===== src/rtl/line_fill_buffer.sv =====
// Line fill buffer: assembles back-end beats into a cache line and
// serves the stalled front-end word as soon as its slot arrives.
module line_fill_buffer #(
    parameter int FE_DATA_W  = 32,
    parameter int BE_DATA_W  = FE_DATA_W,
    parameter int WORD_OFF_W = 3,
    localparam int RATIO      = BE_DATA_W / FE_DATA_W,
    localparam int LINE2MEM_W = WORD_OFF_W - $clog2(RATIO),
    localparam int NBE        = 2 ** LINE2MEM_W,
    localparam int LINE_W     = FE_DATA_W * (2 ** WORD_OFF_W)
) (
    input  logic                  clk,
    input  logic                  reset,
    input  logic                  replace,
    input  logic                  read_valid,
    input  logic [LINE2MEM_W-1:0] read_addr,
    input  logic [BE_DATA_W-1:0]  read_rdata,
    input  logic [WORD_OFF_W-1:0] fe_word_off,
    output logic [LINE_W-1:0]     line_data,
    output logic [NBE-1:0]        word_valid,
    output logic                  fe_ready,
    output logic [FE_DATA_W-1:0]  fe_rdata,
    output logic                  line_done,
    output logic                  fill_abort
);

    typedef enum logic [1:0] {IDLE, FILL, DONE} state_t;

    state_t                         state;
    logic [NBE-1:0][BE_DATA_W-1:0]  line_q;
    logic [NBE-1:0]                 hit;
    logic [NBE-1:0]                 wv_next;
    logic [LINE2MEM_W-1:0]          slot;
    logic [WORD_OFF_W-1:0]          lane;
    logic                           bypass;

    assign line_data = line_q;
    assign hit       = read_valid ? (NBE'(1) << read_addr) : '0;
    assign wv_next   = word_valid | hit;

    assign slot   = fe_word_off[WORD_OFF_W-1 -: LINE2MEM_W];
    assign lane   = fe_word_off & WORD_OFF_W'(RATIO - 1);
    assign bypass = (state == FILL) && read_valid && (read_addr == slot);

    // The beat arriving this cycle beats the stored copy to the front end.
    always_comb begin
        fe_ready = bypass || ((state != IDLE) && word_valid[slot]);
        if (bypass)
            fe_rdata = read_rdata[int'(lane)*FE_DATA_W +: FE_DATA_W];
        else
            fe_rdata = line_q[slot][int'(lane)*FE_DATA_W +: FE_DATA_W];
    end

    always_ff @(posedge clk) begin
        line_done  <= 1'b0;
        fill_abort <= 1'b0;
        if (reset) begin
            state      <= IDLE;
            word_valid <= '0;
        end else begin
            unique case (state)
                IDLE: begin
                    if (replace) begin
                        state      <= FILL;
                        word_valid <= '0;
                    end
                end
                FILL: begin
                    if (read_valid)
                        line_q[read_addr] <= read_rdata;
                    word_valid <= wv_next;
                    // A completing beat wins over a dropping replace.
                    if (&wv_next) begin
                        line_done <= 1'b1;
                        state     <= replace ? DONE : IDLE;
                    end else if (!replace) begin
                        fill_abort <= 1'b1;
                        state      <= IDLE;
                    end
                end
                DONE: begin
                    if (!replace)
                        state <= IDLE;
                end
                default: state <= IDLE;
            endcase
        end
    end

endmodule


===== config.mk =====
export PLATFORM = sky130hd
export DESIGN_NAME = line_fill_buffer
export DESIGN_NICKNAME = d
export VERILOG_FILES = /design/src/rtl/line_fill_buffer.sv
export SDC_FILE = /design/constraint.sdc
export NUM_CORES = 1
export LEC_CHECK = 0
export ABC_CLOCK_PERIOD_IN_PS = 13050
export BUFFER_PORTS_ARGS = -buffer_cell sky130_fd_sc_hd__buf_2
export CORE_AREA = 5 5 181 183
export CTS_BUF_LIST = sky130_fd_sc_hd__clkbuf_8
export CTS_CLUSTER_DIAMETER = 100
export DETAILED_ROUTE_END_ITERATION = 7
export DIE_AREA = 0 0 186 188
export PLACE_DENSITY = 0.61
export SYNTH_ARGS = -nofsm -noshare
export SYNTH_HDL_FRONTEND = slang
export SYNTH_SLANG_ARGS = --single-unit

===== constraint.sdc =====
create_clock -name clk -period 13.05 [get_ports clk]
set_input_delay 2.61 -clock clk [delete_from_list [all_inputs] [get_ports clk]]
set_output_delay 2.61 -clock clk [all_outputs]
set_load 0.01 [all_outputs]

==> flow_summary.json, run 1 <==
{
  "cts_hold_buffers": 0,
  "finalSetupViolCount": 0,
  "tritoncts.num_buffers": 44,
  "areaGrowthSynthToFinish_pct": 27.5,
  "dp_hpwl_mm": 20.6,
  "count_of_nets_after_finishing": 942,
  "grt_pass1_wl_mm": 45.0,
  "fmax_mhz": 133,
  "slew_violations": 0,
  "detail_route_antenna_nets": 0,
  "leakagePower_nw": 5.10,
  "grt_overflow_total": 0,
  "wl_per_cell_microns": 23.4,
  "status": "finished, final reports clean",
  "worst_hold_startpoint": "state[1]$_SDFFE_PP0P_",
  "vdd_ir_drop_max_v": 0.0000813,
  "rows": 65,
  "final_cell_count_no_fill": 1331,
  "r2r_setup_slack_ps": 10490,
  "critPathMaxStageDelay_ps": 660,
  "route.detailed.vias_per_inst": 5.01,
  "post_synth_edffs": 256,
  "cell_repeated_most_along_the_worst_path": "sky130_fd_sc_hd__buf_4",
  "cts_max_path_buffers": 3,
  "total_detailed_routing_wirelength_mm": 31.1,
  "ys_seq_area_share_pct": 74.0,
  "grt_use_total_pct": 17.1,
  "worst_hold_path.endpoint": "state[0]$_SDFFE_PP0P_",
  "layout_setup_ws_ps": 5520,
  "whs_path_depth": 1,
  "critPathRequiredTime_ps": 10440,
  "fillerInstances": 2763,
  "timing.rr.start": "state[0]$_SDFFE_PP0P_",
  "synthesized_flop_and_latch_total": 268,
  "insertion_delay_ps": 530,
  "drc": 0,
  "cp_slowest_cell": "sky130_fd_sc_hd__buf_4",
  "async_flop_share_pct": 0,
  "yosys_warnings": 0,
  "die_width_microns": 186,
  "skew_ps": 10.2,
  "top_level_ports": 341,
  "timing.slew.headroom_pct": 48.5,
  "buffer_ports.inserted": 340,
  "worst-endpoint-arrival_ps": 4920,
  "post-place-ws_ps": 5440,
  "critPathMaxFanout": 36,
  "dp.cells": 1256,
  "htree_levels": 2,
  "routed-via-count": 6674,
  "tns_ps": 0,
  "synth.net_count": 571,
  "worstHoldPathType": "reg -> reg",
  "r2r_cells": 4,
  "final_critical_delay_including_setup_and_external_delays_ps": 7530,
  "critical_path.reg2reg.endpoint": "line_data[177]$_DFFE_PP_",
  "fraction_of_final_layout_cells_with_drive_strength_greater_than_1_pct": 51.7,
  "drt-pass1-iter-count": 4,
  "initialDrtViolationCount": 390,
  "yosys_cell_types": 38,
  "cap_viol_max_count": 0,
  "postSynthAreaPerCell_sq_um": 20.2,
  "numClockSinks": 268,
  "pin_count_of_the_biggest_net_entering_global_routing": 66,
  "synth_top_area_cell": "sky130_fd_sc_hd__edfxtp_1",
  "start_kind": "input pin",
  "synth.cells.most_frequent": "256 x sky130_fd_sc_hd__edfxtp_1, 60 x sky130_fd_sc_hd__mux4_2, 41 x sky130_fd_sc_hd__nand2_1, 33 x sky130_fd_sc_hd__mux2i_1, 32 x sky130_fd_sc_hd__o21ai_1",
  "critPathKind": "in -> out",
  "timing.final.crit_share_pct": 57.7,
  "synth_ff_type": "sky130_fd_sc_hd__edfxtp_1",
  "cp_cell_sequence": "buf_4 > buf_4 > mux4_2 > mux2i_1 > o21ai_1 > buf_2",
  "worstSetupEndpointType": "output port",
  "gp_congestion": 0.791,
  "number_of_antenna_violations_at_the_first_check_in_global_routing": 1,
  "post_cts.resized_instances": 0,
  "setup_repair_after_global_routing_missed_its_margin": "no",
  "vias_in_the_first_global_route": 7065,
  "mappedNetlistArea_sq_mm": 0.0107,
  "initial_core_util_pct": 34.5,
  "synth_top_cells_by_area": "sky130_fd_sc_hd__edfxtp_1 72%, sky130_fd_sc_hd__mux4_2 13%, sky130_fd_sc_hd__mux2i_1 3.1%, sky130_fd_sc_hd__dfxtp_1 2.2%, sky130_fd_sc_hd__o21ai_1 1.5%",
  "post-synth-top-count-cell": "sky130_fd_sc_hd__edfxtp_1",
  "p_total_mw": 1.73,
  "worst_setup_hold_path_clk_slew_ps": 60,
  "insertedDiodeCount": 0,
  "netlist_instances": 529,
  "root_buffer": "sky130_fd_sc_hd__clkbuf_8",
  "die-area_sq_mm": 0.0350,
  "powerDensity_mw_per_mm2": 127,
  "core_area_sq_mm": 0.0311,
  "tightestPinTransition_ps": 773,
  "clock_tree_from_tritoncts": "built",
  "cts_setup_buffers": 0,
  "synthDominantCellAreaShare_pct": 71.8,
  "die_h_microns": 188,
  "finalHoldViolCount": 0
}
-- worst max path at each step --
stage	to	startpoint	cells after the start	slack (ps)
2_1_floorplan	fe_rdata[10]	fe_word_off[0]	5	6690
3_3_place_gp	fe_rdata[16]	fe_word_off[0]	6	5490
3_5_place_dp	fe_rdata[25]	fe_word_off[0]	6	5440
4_1_cts	fe_rdata[25]	fe_word_off[0]	6	5440
5_1_grt	fe_rdata[16]	fe_word_off[0]	6	5300
6_report	fe_rdata[25]	fe_word_off[0]	6	5520
-- sequential cells by signal, summed over array words and instances (netlist names) --
signal	count
word_valid	8
fill_abort	1
line_done	1
line_data	256
state	2
-- report_power, final --
group | switching (mW) | internal (mW)
sequential | 0.00201 | 0.945
combinational | 0.0561 | 0.0400
clock | 0.317 | 0.370
-- cell type report --
class | instances | area [sq um] | share of cell area [%]
clock buffer | 47 | 647 | 4.73
clock inverter | 28 | 174 | 1.27
multi-input combinational | 231 | 2590 | 19.0
sequential | 268 | 7930 | 58.0
tap | 402 | 503 | 3.68
timing repair buffer | 355 | 1820 | 13.3
-- metal layers --
layer,GRT usage [%],up-vias,share of wire (%)
li1,-,2919,-
met1,21.7,3406,39
met2,29.3,304,50
met3,4.79,43,8.5
met4,4.09,2,1.7
met5,0,-,0.064
-- kinds of logic (layout without fill, tap and decap cells) --
logic type / Yosys count / in the layout / synth area share [%]
DFF: 268 / 268 / 74.0
buffers and inverters: 30 / 430 / 2.35
muxes: 99 / 99 / 17.2
and+or+nand+nor: 79 / 79 / 3.43
AOI/OAI and AO/OA: 50 / 50 / 2.79
xor gates and xnor gates: 3 / 3 / 0.245
-- placed cells by master, fill, tap and decap left out, types with 2 or more instances in the layout --
cell	count
sky130_fd_sc_hd__a211o_1	2
sky130_fd_sc_hd__a21oi_1	2
sky130_fd_sc_hd__a22oi_1	3
sky130_fd_sc_hd__a32oi_1	3
sky130_fd_sc_hd__and3_1	3
sky130_fd_sc_hd__buf_2	338
sky130_fd_sc_hd__buf_4	17
sky130_fd_sc_hd__bufinv_16	2
sky130_fd_sc_hd__clkbuf_8	47
sky130_fd_sc_hd__clkinv_1	7
sky130_fd_sc_hd__clkinv_2	4
sky130_fd_sc_hd__clkinvlp_4	3
sky130_fd_sc_hd__dfxtp_1	12
sky130_fd_sc_hd__edfxtp_1	256
sky130_fd_sc_hd__inv_1	12
sky130_fd_sc_hd__mux2i_1	33
sky130_fd_sc_hd__mux4_1	6
sky130_fd_sc_hd__mux4_2	60
sky130_fd_sc_hd__nand2_1	41
sky130_fd_sc_hd__nand2b_1	6
sky130_fd_sc_hd__nand3_1	2
sky130_fd_sc_hd__nor2_1	9
sky130_fd_sc_hd__nor2_4	4
sky130_fd_sc_hd__nor2b_1	2
sky130_fd_sc_hd__nor3_2	4
sky130_fd_sc_hd__nor3b_1	2
sky130_fd_sc_hd__o21a_1	3
sky130_fd_sc_hd__o21ai_1	32
sky130_fd_sc_hd__xor2_1	3
-- worst max-delay path: cells and delay by family --
family | cells | cell delay [ps]
compound gates | 1 | 110
buf+inv | 3 | 1420
mux | 2 | 740
-- through the flow --
step           hold slack [ps]  util [%]  cell area, sq um
2_1_floorplan              472         -             10700
3_3_place_gp               500      41.3             12800
3_5_place_dp               508      41.3             12800
4_1_cts                    516      44.0             13700
5_1_grt                    559      44.0             13700
6_report                   521      44.0             13700
No activity file was read; power rests on OpenSTA's default activity.
==> run 2, diff against run 1 <==
Settings changed: ABC_CLOCK_PERIOD_IN_PS 13050 to 7700.
Clock period 13.05 ns to 7.7 ns, I/O delays scaled along.
==> run 2 against run 1 <==
Against the previous run: sequential share of layout area shrank 0.25 points; global-route usage up 0.20 points; final cell count increased by 0.60%; register-to-register slack worse by 5400 ps; clock power rose by 73%; largest cell class unchanged; highest routed layer unchanged.
==> flow_summary.json, run 2 (synthesized netlist as in run 1, its figures left out) <==
{
  "rows": 65,
  "tns_ps": 0,
  "insertedDiodeCount": 0,
  "htree_levels": 2,
  "timing.hold.ws_ps": 525,
  "worstHoldPathType": "reg -> reg",
  "initial_core_util_pct": 34.5,
  "wl_per_cell_microns": 23.4,
  "final_util_pct": 44.2,
  "layout.cells.most_common_list": "338 x sky130_fd_sc_hd__buf_2, 256 x sky130_fd_sc_hd__edfxtp_1, 60 x sky130_fd_sc_hd__mux4_2, 45 x sky130_fd_sc_hd__clkbuf_8, 41 x sky130_fd_sc_hd__nand2_1",
  "root_buffer": "sky130_fd_sc_hd__clkbuf_8",
  "critical-path-top-delay-family": "buffers and inverters",
  "worst_setup_hold_path_clk_slew_ps": 60,
  "leakagePower_nw": 5.15,
  "worst-endpoint-arrival_ps": 3490,
  "setup_repair_after_global_routing_missed_its_margin": "no",
  "die_width_microns": 186,
  "p_total_mw": 2.96,
  "core_area_sq_mm": 0.0311,
  "fmax_mhz": 199,
  "largest_reg_flops": 256,
  "cp_slowest_cell": "sky130_fd_sc_hd__buf_4",
  "worst_hold_startpoint": "state[1]$_SDFFE_PP0P_",
  "worstSetupEndpointType": "output port",
  "skew_ps": 14.8,
  "post_dp_cell_area_sq_mm": 0.0129,
  "worst_hold_path.endpoint": "state[0]$_SDFFE_PP0P_",
  "dp_hpwl_mm": 20.8,
  "cp_cell_sequence": "buf_4 > buf_12 > mux4_2 > mux2i_1 > o21ai_1 > buf_2",
  "grt_pass1_wl_mm": 45.4,
  "slew_violations": 0,
  "final_critical_delay_including_setup_and_external_delays_ps": 5030,
  "critical_path.n_buffers_inverters": 3,
  "timing.final.crit_share_pct": 65.3,
  "start_kind": "input pin",
  "pin_count_of_the_biggest_net_entering_global_routing": 37,
  "cts_hold_buffers": 0,
  "timing.slew.headroom_pct": 49.2,
  "drc": 0,
  "r2r_setup_slack_ps": 5130,
  "route.detailed.vias_per_inst": 4.97,
  "r2r_cells": 4,
  "fillerInstances": 2811,
  "die-area_sq_mm": 0.0350,
  "critPathMaxStageDelay_ps": 550,
  "fraction_of_final_layout_cells_with_drive_strength_greater_than_1_pct": 51.9,
  "clock_tree_from_tritoncts": "built",
  "post_cts.resized_instances": 0,
  "die_h_microns": 188,
  "tritoncts.num_buffers": 44,
  "cap_viol_max_count": 0,
  "top_level_ports": 341,
  "grt_overflow_total": 0,
  "drt-pass1-iter-count": 7,
  "layout_commonest_cell": "sky130_fd_sc_hd__buf_2",
  "buffer_ports.inserted": 340,
  "numClockSinks": 268,
  "total_detailed_routing_wirelength_mm": 31.3,
  "grt_use_total_pct": 17.3,
  "insertion_delay_ps": 540,
  "whs_path_depth": 1,
  "critPathRequiredTime_ps": 6160,
  "count_of_nets_after_finishing": 944,
  "tightestPinTransition_ps": 763,
  "cts_max_path_buffers": 3,
  "detail_route_antenna_nets": 0,
  "timing.rr.start": "state[0]$_SDFFE_PP0P_",
  "status": "finished, final reports clean",
  "critPathMaxFanout": 34,
  "finalHoldViolCount": 0,
  "final_cell_area_sq_mm": 0.0137,
  "critPathKind": "in -> out",
  "initialDrtViolationCount": 328,
  "powerDensity_mw_per_mm2": 216,
  "vias_in_the_first_global_route": 7116,
  "critical_path.reg2reg.endpoint": "line_data[43]$_DFFE_PP_",
  "areaGrowthSynthToFinish_pct": 28.1,
  "cts_setup_buffers": 0,
  "routed-via-count": 6655,
  "vdd_ir_drop_max_v": 0.000161,
  "gp_congestion": 0.784,
  "finalSetupViolCount": 0,
  "number_of_antenna_violations_at_the_first_check_in_global_routing": 1
}
-- run 2: per-layer routing --
layer | vias to the layer above | routed length [microns] | GRT usage [%]
met1 | 3354 | 12300 | 21.5
met4 | 2 | 665 | 4.37
li1 | 2932 | - | -
met2 | 319 | 15700 | 29.7
met5 | - | 20 | 0
met3 | 48 | 2640 | 5.14
-- run 2: power by group --
| group | switching [mW] | internal [mW] |
|---|---|---|
| clock network | 0.542 | 0.648 |
| logic | 0.0952 | 0.0688 |
| registers | 0.00343 | 1.60 |
-- run 2: worst max-delay path by stage --
| stage | from | end | slack [ps] | cells past startpoint |
|---|---|---|---|---|
| after floorplan | reset | line_data[192]$_DFFE_PP_ | 2850 | 4 |
| after global placement | fe_word_off[0] | fe_rdata[25] | 2640 | 6 |
| after detailed placement | fe_word_off[0] | fe_rdata[25] | 2610 | 6 |
| after CTS | fe_word_off[0] | fe_rdata[13] | 2600 | 6 |
| after global routing | fe_word_off[0] | fe_rdata[16] | 2440 | 7 |
| final | fe_word_off[0] | fe_rdata[13] | 2670 | 6 |
-- run 2: final cells by class --
class | instances | area (sq um) | area share (%)
repair buffers | 357 | 1850 | 13.5
flip-flops and latches | 268 | 7930 | 57.8
clock buffers | 45 | 619 | 4.51
well taps | 402 | 503 | 3.67
clock inverters | 36 | 234 | 1.71
multi-input cells | 231 | 2590 | 18.9
-- run 2: through the flow --
| step | setup slack [ps] | instances |
|---|---|---|
| 2_1_floorplan | 2850 | 529 |
| 3_3_place_gp | 2640 | 1258 |
| 3_5_place_dp | 2610 | 1258 |
| 4_1_cts | 2600 | 1339 |
| 5_1_grt | 2440 | 1339 |
| 6_report | 2670 | 1339 |
